==> src/rtl/rv_issue_scoreboard.sv <==
// In-order issue controller with per-register pending scoreboard, LAT-deep writeback pipe and issue/stall stats.
// Optional macro RV_SB_WB_BYPASS_EN: hazard check ignores the register currently in WB (WB->ID forwarding).
module rv_issue_scoreboard #(
    parameter int unsigned LAT   = 3,
    parameter int unsigned NREG  = 32,
    parameter int unsigned CNT_W = 32,
    localparam int unsigned RW   = $clog2(NREG),
    localparam int unsigned IW   = $clog2(LAT + 1)
) (
    input  logic             clk,
    input  logic             rst,
    input  logic             in_valid,
    output logic             in_ready,
    input  logic [RW-1:0]    in_rd,
    input  logic [RW-1:0]    in_rs1,
    input  logic [RW-1:0]    in_rs2,
    input  logic             in_use_rs1,
    input  logic             in_use_rs2,
    input  logic             in_wr_rd,
    input  logic             flush,
    output logic             issue_valid,
    output logic [RW-1:0]    issue_rd,
    output logic             wb_valid,
    output logic [RW-1:0]    wb_rd,
    output logic [NREG-1:0]  busy_mask,
    output logic [IW-1:0]    inflight,
    output logic [CNT_W-1:0] issue_count,
    output logic [CNT_W-1:0] stall_count
);

    logic [NREG-1:0]  pending_q, pending_d;
    logic [LAT-1:0]   pipe_v_q, pipe_v_d;
    logic [LAT-1:0]   pipe_w_q, pipe_w_d;
    logic [RW-1:0]    pipe_rd_q [LAT];
    logic [RW-1:0]    pipe_rd_d [LAT];
    logic [IW-1:0]    inflight_q, inflight_d;
    logic [CNT_W-1:0] issue_cnt_q, issue_cnt_d;
    logic [CNT_W-1:0] stall_cnt_q, stall_cnt_d;

    logic             wb_v_c;
    logic [RW-1:0]    wb_rd_c;
    logic [NREG-1:0]  pend_eff_c;
    logic             raw_c;
    logic             waw_c;
    logic             hs_c;
    logic             new_w_c;

    // The last pipe stage is the WB cycle; w already implies v and rd != x0.
    assign wb_v_c  = pipe_w_q[LAT-1];
    assign wb_rd_c = pipe_rd_q[LAT-1];

    // Hazard detection against the scoreboard.
    always_comb begin
        pend_eff_c = pending_q;
`ifdef RV_SB_WB_BYPASS_EN
        if (wb_v_c) begin
            pend_eff_c[wb_rd_c] = 1'b0;
        end
`endif
        raw_c = (in_use_rs1 && (in_rs1 != '0) && pend_eff_c[in_rs1]) ||
                (in_use_rs2 && (in_rs2 != '0) && pend_eff_c[in_rs2]);
        waw_c = in_wr_rd && (in_rd != '0) && pend_eff_c[in_rd];
    end

    assign in_ready = !(raw_c || waw_c || flush);
    assign hs_c     = in_valid && in_ready;
    assign new_w_c  = in_wr_rd && (in_rd != '0);

    // Pipe shift, scoreboard update (set after clear so a same-edge set wins), flush kill.
    always_comb begin
        pending_d    = pending_q;
        pipe_v_d     = pipe_v_q << 1;
        pipe_w_d     = pipe_w_q << 1;
        pipe_rd_d[0] = '0;
        for (int k = 1; k < int'(LAT); k++) begin
            pipe_rd_d[k] = pipe_rd_q[k-1];
        end

        if (wb_v_c) begin
            pending_d[wb_rd_c] = 1'b0;
        end

        if (hs_c) begin
            pipe_v_d[0]  = 1'b1;
            pipe_w_d[0]  = new_w_c;
            pipe_rd_d[0] = in_rd;
            if (new_w_c) begin
                pending_d[in_rd] = 1'b1;
            end
        end

        if (flush) begin
            pending_d = '0;
            pipe_v_d  = '0;
            pipe_w_d  = '0;
        end
    end

    // Occupancy and statistics.
    always_comb begin
        inflight_d = '0;
        for (int k = 0; k < int'(LAT); k++) begin
            inflight_d = inflight_d + IW'(pipe_v_d[k]);
        end
        issue_cnt_d = issue_cnt_q + (hs_c ? CNT_W'(1) : CNT_W'(0));
        stall_cnt_d = stall_cnt_q +
                      ((in_valid && !in_ready && !flush) ? CNT_W'(1) : CNT_W'(0));
    end

    always_ff @(posedge clk) begin
        if (rst) begin
            pending_q   <= '0;
            pipe_v_q    <= '0;
            pipe_w_q    <= '0;
            inflight_q  <= '0;
            issue_cnt_q <= '0;
            stall_cnt_q <= '0;
            for (int k = 0; k < int'(LAT); k++) begin
                pipe_rd_q[k] <= '0;
            end
        end else begin
            pending_q   <= pending_d;
            pipe_v_q    <= pipe_v_d;
            pipe_w_q    <= pipe_w_d;
            inflight_q  <= inflight_d;
            issue_cnt_q <= issue_cnt_d;
            stall_cnt_q <= stall_cnt_d;
            for (int k = 0; k < int'(LAT); k++) begin
                pipe_rd_q[k] <= pipe_rd_d[k];
            end
        end
    end

    assign issue_valid = pipe_v_q[0];
    assign issue_rd    = pipe_rd_q[0];
    assign wb_valid    = wb_v_c;
    assign wb_rd       = wb_v_c ? wb_rd_c : '0;
    assign busy_mask   = pending_q;
    assign inflight    = inflight_q;
    assign issue_count = issue_cnt_q;
    assign stall_count = stall_cnt_q;

endmodule

==> config.mk <==
export PLATFORM = sky130hd
export DESIGN_NAME = rv_issue_scoreboard
export DESIGN_NICKNAME = d
export VERILOG_FILES = /design/src/rtl/rv_issue_scoreboard.sv
export SDC_FILE = /design/constraint.sdc
export NUM_CORES = 1
export LEC_CHECK = 0
export CORE_ASPECT_RATIO = 1.5
export CORE_MARGIN = 2
export CORE_UTILIZATION = 50
export CTS_CLUSTER_DIAMETER = 150
export DETAILED_ROUTE_END_ITERATION = 8
export GPL_TIMING_DRIVEN = 0
export PLACE_DENSITY = 0.79
export SETUP_SLACK_MARGIN = 0.05
export SYNTH_ARGS = -nofsm -noshare
export SYNTH_HDL_FRONTEND = slang
export SYNTH_SLANG_ARGS = --single-unit
==> constraint.sdc <==
create_clock -name clk -period 4.7 [get_ports clk]
set_input_delay 0.94 -clock clk [delete_from_list [all_inputs] [get_ports clk]]
set_output_delay 0.94 -clock clk [all_outputs]
set_load 0.05 [all_outputs]
==> results.txt <==
TritonCTS built the clock tree. For flop-to-flop paths, the worst setup slack is 1020 ps. No sink is reached through more buffers than the 2 on the longest clock path. The commonest cells after synthesis are sky130_fd_sc_hd__dfxtp_1, sky130_fd_sc_hd__nor2_1, sky130_fd_sc_hd__o211ai_1, sky130_fd_sc_hd__o31ai_1. The share of synthesized registers carrying an async set or reset works out to 0%. The worst setup path is of the in -> out kind. The leakage power of the design was 2.703 nW; the time the worst path needs with I/O delays and setup was 4488 ps. H-tree depth reported by CTS: 4. The synthesized design devotes to its leading area cell type 40.93% of total area. In this run, CTS created clock tree buffers numbering 17. The via count of the first global-routing pass is 5464, and the total buffers and inverters traversed by the critical path is 5. Worst hold-check path type: reg -> reg. After clock tree synthesis, the clock-pin slew on the worst setup and hold paths is 50 ps.

The startpoint type of the worst setup path was an input pin. The logs give 3760 ps for the required time of the critical path and 69.85% for the fraction of the core area covered by cells at the end of the flow. The logs give 0 for the count of final hold-check violations and 48.59% for the headroom to the max-slew limit.

The largest single stage delay on the critical path is 460 ps. The run gives 295 as the violation count after the first detailed-route iteration. By area the synthesized netlist is led by sky130_fd_sc_hd__dfxtp_1, sky130_fd_sc_hd__mux4_2, sky130_fd_sc_hd__xor2_1.

The post-synthesis register bit count was 118. The average wire per cell in the routed design is 19.29 µm. Yosys instantiated no cell more often than sky130_fd_sc_hd__dfxtp_1. The synthesized netlist contains 48 unique library cells. The count of buffers added on input and output ports is 126. For the number of synthesis warnings, the log shows 0. The critical path goes through clkdlybuf4s50_1 > buf_6 > buf_12 > a2111oi_0 > and4b_1 > o311ai_4 > nand3_4 > buf_4 > nor2_1 > clkdlybuf4s15_2. The run gives 40.93% as the sequential element share of the synthesized area. The number of placement rows is 48, and the power per cell area is 319.0 nW/µm². Once detail routing completed, the nets flagged for antenna violations numbered 0. In this run the count of I/O pins placed on the die edge is 133. Measured along the x axis, the die boundary spans 91.73 µm. At the worst endpoint, the arrival time is 3550 ps. After the flow finishes, the layout carries non-filler instances totaling 917.

The design draws 2.542 mW. Across the run, the number of max-cap violations was 0. CTS saw 118 sinks. Summed over all layers, the global routing overflow is 0.

After floorplanning, the core was sized to cover 11410 µm². The average cell area after synthesis came out at 9.588 µm². The area growth from synthesis to layout is 38.09%. Among all flip-flop cells after synthesis, the most frequent one is sky130_fd_sc_hd__dfxtp_1. The worst-case IR drop observed on VDD is 224.9 µV. Timing would allow up to 0.2228 GHz. The pre-antenna-repair detailed-routing pass consisted of 6 iterations.

The flow ran to the end, and the final reports show no timing, DRC or antenna violations. Entering global routing, the biggest net connects 17 pins. Count of flip-flops with a built-in enable after synthesis: 0. The first global-routing pass estimated 27.70 mm of wire. The max-slew violation total from the final report was 0; the initial standard-cell utilization of the core was 50.58%.

The filler cells instantiated in the layout total 839. The clock reaches the later pin of the worst-skew pair after 410 ps. Global placement routability congestion: 0.9744.

The highest fanout seen on the critical path was 10. The critical path's top delay family was buffers and inverters. Most area-hungry cell type in the Yosys netlist: sky130_fd_sc_hd__dfxtp_1.

Summed over all layers, the routed wires come to 17.69 mm. Across the whole layout, storage elements account for 2362 µm². The post-placement setup slack is -731.3 ps, and the remaining design rule violation count is 0. The fraction of layout cells with a size suffix above 1 works out to 12.39%. The synthesized instance count was 602. 0 antenna diodes ended up in the layout. Global routing consumed, over all layers together, 28.56% of the routing resources. Die span in y: 135.6 µm. Number of setup violations in the final report: 0. After routing, the total negative slack on setup checks comes to 0 ps. Clock tree synthesis selected as its root buffer the cell sky130_fd_sc_hd__clkbuf_16. The multi-input combinational cells in the finished layout cover a total of 3194 µm². The net count of the mapped netlist is 629. Once placement completed, the tool counted placed cells totaling 878.

The highest-delay cell along the critical path was sky130_fd_sc_hd__clkdlybuf4s50_1. Setup repair after global routing left no endpoint under its margin. Of the available clock period, the critical path in the final layout requires 95.49%. Across the routed clock network, the largest skew measured is 10.99 ps. The wire-length estimate of the detail-placed layout is 12.88 mm.

The number of vias after detailed routing came out at 5536. STA classifies the critical path endpoint as a primary output. For the pin with the worst max-slew slack, the measured transition is 764.8 ps. The number of antenna violations at the first check in global routing is 0, and the post-layout net count is 782.

Using the TritonRoute via totals, the vias-per-cell ratio works out to 6.037. The floorplan step defined a die boundary enclosing 12440 µm². The tools report the setup slack after layout as 211.8 ps. The post-synthesis instance area is 5772 µm².
-- flip-flops by register name, indices dropped and copies added, names as in the netlist --
signal / count
inflight: 2
issue_count: 32
pipe_rd_q: 15
pipe_v_q: 2
busy_mask: 32
stall_count: 32
pipe_w_q: 3
-- placed cells by master (no fill, tap or decap), drive strengths merged, types with 2 or more instances in the layout --
cell type | synthesis | final
o31ai | 31 | 31
a21oi | 18 | 18
bufinv | 0 | 4
dfxtp | 118 | 118
nand4b | 2 | 2
nand3b | 7 | 7
o211ai | 31 | 31
nor2b | 24 | 24
clkbuf | 19 | 38
and4 | 6 | 6
nand2 | 30 | 30
o21ai | 20 | 20
and3 | 7 | 7
clkinv | 0 | 2
nor2 | 58 | 58
mux4 | 22 | 22
clkinvlp | 0 | 5
nand4 | 18 | 18
nand2b | 3 | 3
nor4 | 6 | 6
and2 | 15 | 15
nor3 | 9 | 9
a22oi | 2 | 2
clkdlybuf4s50 | 0 | 125
ha | 4 | 4
nand3 | 28 | 28
nor4b | 4 | 4
inv | 10 | 11
or3 | 18 | 18
a32oi | 2 | 2
a31oi | 2 | 2
mux2i | 10 | 10
xor2 | 30 | 30
or3b | 3 | 3
buf | 21 | 29
xnor2 | 13 | 13
or4 | 2 | 2
-- cells by family after synthesis --
group	after synthesis	share of synthesized area, %
fa+ha+maj	5	1.214
xor+xnor	43	6.525
flops	118	40.93
compound gates	111	13.27
buf+inv	50	4.466
simple gates	243	23.28
mux	32	10.32
-- final timing paths --
kind / to / cells past startpoint / from
worst max-delay path: in_ready / 10 / in_rs1[1]
worst min-delay path: pipe_w_q[2] / 1 / pipe_w_q[1]
worst max register to register: issue_count[26] / 15 / busy_mask[8]
worst min register to register: pipe_w_q[2] / 1 / pipe_w_q[1]
-- per-stage QoR --
stage	area, µm²	hold WS (ps)
2_1_floorplan	5772	405.7
3_3_place_gp	7221	416.2
3_5_place_dp	7221	423.6
4_1_cts	7895	431.3
5_1_grt	7970	432.3
6_report	7970	423.0
-- power by group --
part	internal, mW	total [mW]	switching (mW)
logic	0.0595	0.159	0.0991
registers	1.01	1.01	0.00370
clock network	0.910	1.37	0.463
-- what timing repair did --
item / 4_1_cts / 5_1_grt
pin swaps: 2 / 3
buffers inserted: 4 / 4
hold buffers: 0 / 0
resized for setup: 6 / 8
gates cloned: 0 / 0
endpoints found under the setup margin: 14 / 15
hold endpoints to repair: 0 / 0
-- layout make-up --
type                    instances  area share (%)
multi-input cells             434           40.08
flip-flops and latches        118           29.64
repair buffers                134           16.75
clock buffers                  19           5.683
plain buffers                  40           2.810
well taps                     150           2.355
clock inverters                12           2.213
inverters                      10          0.4710
-- routing by layer --
metal	routed length, µm	global-route usage [%]	up-vias
met5	0	0	-
li1	-	-	2529
met2	9151	51.80	310
met1	6456	30.64	2632
met4	822	15.09	0
met3	1256	6.511	65
Power figures use the tool's default switching activity.
